### config.mk
export PLATFORM = sky130hd
export DESIGN_NAME = lcrc_32
export DESIGN_NICKNAME = d
export VERILOG_FILES = /design/src/rtl/lcrc_32.sv
export SDC_FILE = /design/constraint.sdc
export NUM_CORES = 1
export LEC_CHECK = 0
export ABC_AREA = 0
export CAP_MARGIN = 20
export CORE_MARGIN = 8
export CORE_UTILIZATION = 25
export DETAILED_ROUTE_END_ITERATION = 8
export PLACE_DENSITY = 0.52
export SYNTH_ARGS = -nofsm -noshare
export SYNTH_HDL_FRONTEND = slang
export SYNTH_SLANG_ARGS = --single-unit
### constraint.sdc
create_clock -name clk -period 3.7 [get_ports clk]
set_clock_uncertainty 0.1 [all_clocks]
set_input_delay 0.37 -clock clk [delete_from_list [all_inputs] [get_ports clk]]
set_output_delay 0.37 -clock clk [all_outputs]
set_load 0.02 [all_outputs]
### src/rtl/lcrc_32.sv
// lcrc_32: bit-serial link CRC generator.
// Free-running frame: LOAD samples the data word, SHIFT runs one CRC-32
// step per clock (LSB first, reflected poly 0xEDB88320, seed all ones),
// and DONE publishes {data, ~crc} on the registered output.
// Frame period is WIDTH+2 clocks. There is no handshake: final_out is
// rewritten once per frame and holds its value in between.
module lcrc_32 #(
    parameter int WIDTH = 8
) (
    input  logic [WIDTH-1:0]  in,
    input  logic              reset,
    input  logic              clk,
    output logic [WIDTH+31:0] final_out
);

    // A 1-bit counter is still needed when WIDTH is 1.
    localparam int              CW       = (WIDTH > 1) ? $clog2(WIDTH) : 1;
    localparam logic [CW-1:0]   LAST_BIT = CW'(WIDTH - 1);
    localparam logic [31:0]     POLY_REF = 32'hEDB88320;
    localparam logic [31:0]     CRC_SEED = 32'hFFFFFFFF;

    typedef enum logic [1:0] {
        ST_LOAD  = 2'd0,
        ST_SHIFT = 2'd1,
        ST_DONE  = 2'd2
    } state_t;

    state_t             r_state;
    logic [31:0]        r_crc;
    logic [WIDTH-1:0]   r_data;
    logic [CW-1:0]      r_cnt;
    logic [WIDTH+31:0]  r_out;

    // Feedback bit for the current serial step: CRC LSB against the data bit.
    logic w_fb;
    assign w_fb = r_crc[0] ^ r_data[r_cnt];

    // Frame sequencer: sample, shift WIDTH bits, publish, repeat.
    always_ff @(posedge clk or posedge reset) begin
        if (reset) begin
            r_state <= ST_LOAD;
            r_crc   <= CRC_SEED;
            r_data  <= '0;
            r_cnt   <= '0;
            r_out   <= '0;
        end else begin
            case (r_state)
                ST_LOAD: begin
                    r_data  <= in;
                    r_crc   <= CRC_SEED;
                    r_cnt   <= '0;
                    r_state <= ST_SHIFT;
                end
                ST_SHIFT: begin
                    r_crc <= (r_crc >> 1) ^ (w_fb ? POLY_REF : 32'h0);
                    r_cnt <= r_cnt + 1'b1;
                    if (r_cnt == LAST_BIT) begin
                        r_state <= ST_DONE;
                    end
                end
                ST_DONE: begin
                    r_out   <= {r_data, ~r_crc};
                    r_state <= ST_LOAD;
                end
                default: begin
                    r_state <= ST_LOAD;
                end
            endcase
        end
    end

    assign final_out = r_out;

endmodule

==> out/metrics.csv <==
stage,metric,value,unit
timing,final setup violation count,0,
floorplan,DIE HEIGHT,136,um
drt,detailed-route DRC error count,0,
timing,crit path time final,2.25,ns
grt,first-pass GRT wire length,12.2,mm
layout,share of cells above drive strength 1,16.9,%
setup_path,Buf/Inv on CP,0,
timing,Final Hold Fails,0,
cts,# H-tree levels,3,
floorplan,die area,0.0185,sq mm
drt,Vias/cell,4.14,
cts,number of post-CTS setup repair buffers,0,
power,leak pwr,1.79,nW
status,outcome,finished clean,
drt,"antenna viol nets, final",0,
timing,fmax,0.444,GHz
setup_path,CP startpoint kind,flop,
timing,RSZ-0062 raised after global routing,no,
yosys,Syn Area/Cell,11.6,sq um
grt,grt ovf,0,
floorplan,initial core utilization,25.2,%
cts,Skew-Pair Late Insertion Delay,0.33,ns
place,dpl hpwl,4.80,mm
yosys,synthesis warning total,0,
timing,worst rel slew slack,44.0,%
cts,deepest clock path buffer count,2,
cts,CTS sink count,85,
drt,wire per inst,13.1,um
timing,final worst-path cycle share,60.9,%
yosys,syn nets,324,
timing,worst-margin pin slew,0.840,ns
yosys,post-synthesis sequential area ratio,60.0,%
cts,Root Driver,clkbuf_16,
yosys,post-synthesis cell type with the largest combined area,dfrtp_1,
floorplan,Chip Width,136,um
cts,post-cts sizing count,0,
yosys,Netlist cell types,24,
layout,post-layout util,32.0,%
layout,area grow syn2layout,26.8,%
setup_path,Worst Path Arrival,2.41,ns
min_path,Hold WC Path Type,reg -> reg,
yosys,Synth top area share,36.7,%
grt,pin count of the biggest net entering global routing,57,
grt,initial antenna violation count,0,
floorplan,Core Box Area,0.0143,sq mm
flow_run,Max Cap Violations,0,
yosys,Mapped Area,0.00361,sq mm
timing,"Slew Viols, Final",0,
layout,"commonest non-fill, non-tap cell in the layout",dfrtp_1,
drt,final wirelength,7.15,mm
drt,DR vias,2250,
setup_path,"Slowest-stage cell, CP",mux4_1,
setup_path,Required @ worst endpoint,3.86,ns
grt,gr usage total,8.42,%
yosys,#FFs+latches synth,85,
floorplan,row count,44,
place,GPL Wtd Cong,0.680,
cts,clk slew on worst S/H paths,0.06,ns
floorplan,IO Pins,50,
drt,drt first pass iters,4,
layout,antenna cells,0,
yosys,"top cells by area, synth","dfrtp_1 (37%), dfstp_2 (23%), xnor2_1 (6.5%)",
setup_path,max incr delay on CP,0.64,ns
setup_path,"CP delay by family, top",multiplexers,
cts,# hold bufs at CTS,0,
power,pwr/cell area,603,mW/mm^2
cts,CTS buffer count,9,
setup_path,critical path endpoint category,flop,
setup_path,cells along the critical path,mux4_1 -> mux2i_4 -> xnor2_1 -> a21oi_1,
place,Port Buffers,49,
setup_path,"Worst Path Class, Setup",reg -> reg,
power,worst vdd ir,0.000231,V
drt,initial drt markers,89,
layout,"commonest cells after routing, fill and taps aside","dfrtp_1 (52), clkdlybuf4s50_1 (49), nand2_1 (34)",
yosys,synthesized instance count,312,
grt,vias in the first global route,2310,
layout,Final Net Count,367,
setup_path,Crit Path Max Fanout,14,
cts,TritonCTS clock tree,done,
timing,TNS Setup,0,ns
## path summary, 6_finish.rpt
check                                       from                        end  slack [ns]  cells past startpoint
setup / recovery            r_cnt[0]$_DFFE_PP0P_      r_crc[20]$_DFFE_PP1P_        1.45                      4
max in group asynchronous                  reset      r_crc[10]$_DFFE_PP1P_        2.35                      3
min in group asynchronous                  reset  final_out[10]$_DFFE_PP0N_        0.40                      2
hold reg to reg            r_crc[13]$_DFFE_PP1P_      r_crc[13]$_DFFE_PP1P_        0.37                      2
setup reg to reg            r_cnt[0]$_DFFE_PP0P_      r_crc[20]$_DFFE_PP1P_        1.45                      4
hold / removal             r_crc[13]$_DFFE_PP1P_      r_crc[13]$_DFFE_PP1P_        0.37                      2
## kinds of logic (layout without fill, tap and decap cells)
group | count (synthesis) | after routing | synth area share, %
compound gates | 68 | 68 | 9.63
buf+inv | 40 | 88 | 5.30
simple gates | 71 | 71 | 10.7
xor+xnor | 27 | 27 | 6.55
fa+ha+maj | 2 | 2 | 0.693
mux | 19 | 19 | 7.07
flops | 85 | 85 | 60.0
## sequential cells by signal, indices dropped and copies added (netlist names)
register,flops
final_out,40
r_cnt,3
r_state,2
r_data,8
r_crc,32
## where the power goes
part	internal (W)	total, W	switching, W	leakage, nW
Sequential	0.00115	0.00128	0.000123	0.961
Clock	0.000609	0.000952	0.000343	0.153
Combinational	0.000286	0.000534	0.000248	0.672
## metal layers
layer,up-vias,global-route usage (%),routed length (um)
li1,1127,-,-
met1,1079,10.4,3330
met2,35,12.7,3270
met3,9,2.70,413
met4,0,4.76,139
met5,-,0,0
## worst min-delay path, stage by stage (launching register included)
cell and delay (ns):
dfstp_2 0.37, inv_1 0.04, a21oi_1 0.05
## final cells by class
class                   count  area [sq um]
repair buffers             53           533
flip-flops and latches     85          2170
multi-input cells         187          1250
fillers                  1455          9740
well taps                 184           230
clock buffers              12           246
inverters                  19          72.6
clock inverters             4          72.6
## metrics by stage
stage | hold slack (ns) | total power (W) | instances | area, sq um | setup WS, ns
6_report | 0.370 | 0.00276 | 544 | 4580 | 1.45
5_1_grt | 0.387 | 0.00292 | 544 | 4580 | 1.26
4_1_cts | 0.374 | 0.00282 | 544 | 4580 | 1.39
3_5_place_dp | 0.365 | 0.00184 | 528 | 4260 | 1.43
3_3_place_gp | 0.363 | 0.00183 | 528 | 4260 | 1.50
2_1_floorplan | 0.349 | 0.00159 | 312 | 3610 | 1.09
## Yosys cell counts
cell,number
dfrtp_1,53
nand2_1,34
a21oi_1,33
o21ai_1,33
dfstp_2,32
xnor2_1,27
inv_1,19
mux2_1,16
nor3b_1,16
clkbuf_1,13
and2b_2,7
nor2b_1,7
nor2_1,4
buf_1,3
a22o_1,2
dlygate4sd1_1,2
ha_1,2
mux4_1,2
nand2b_1,2
and2b_1,1
buf_12,1
buf_4,1
buf_8,1
mux2i_4,1
No activity file was read; power rests on OpenSTA's default activity.
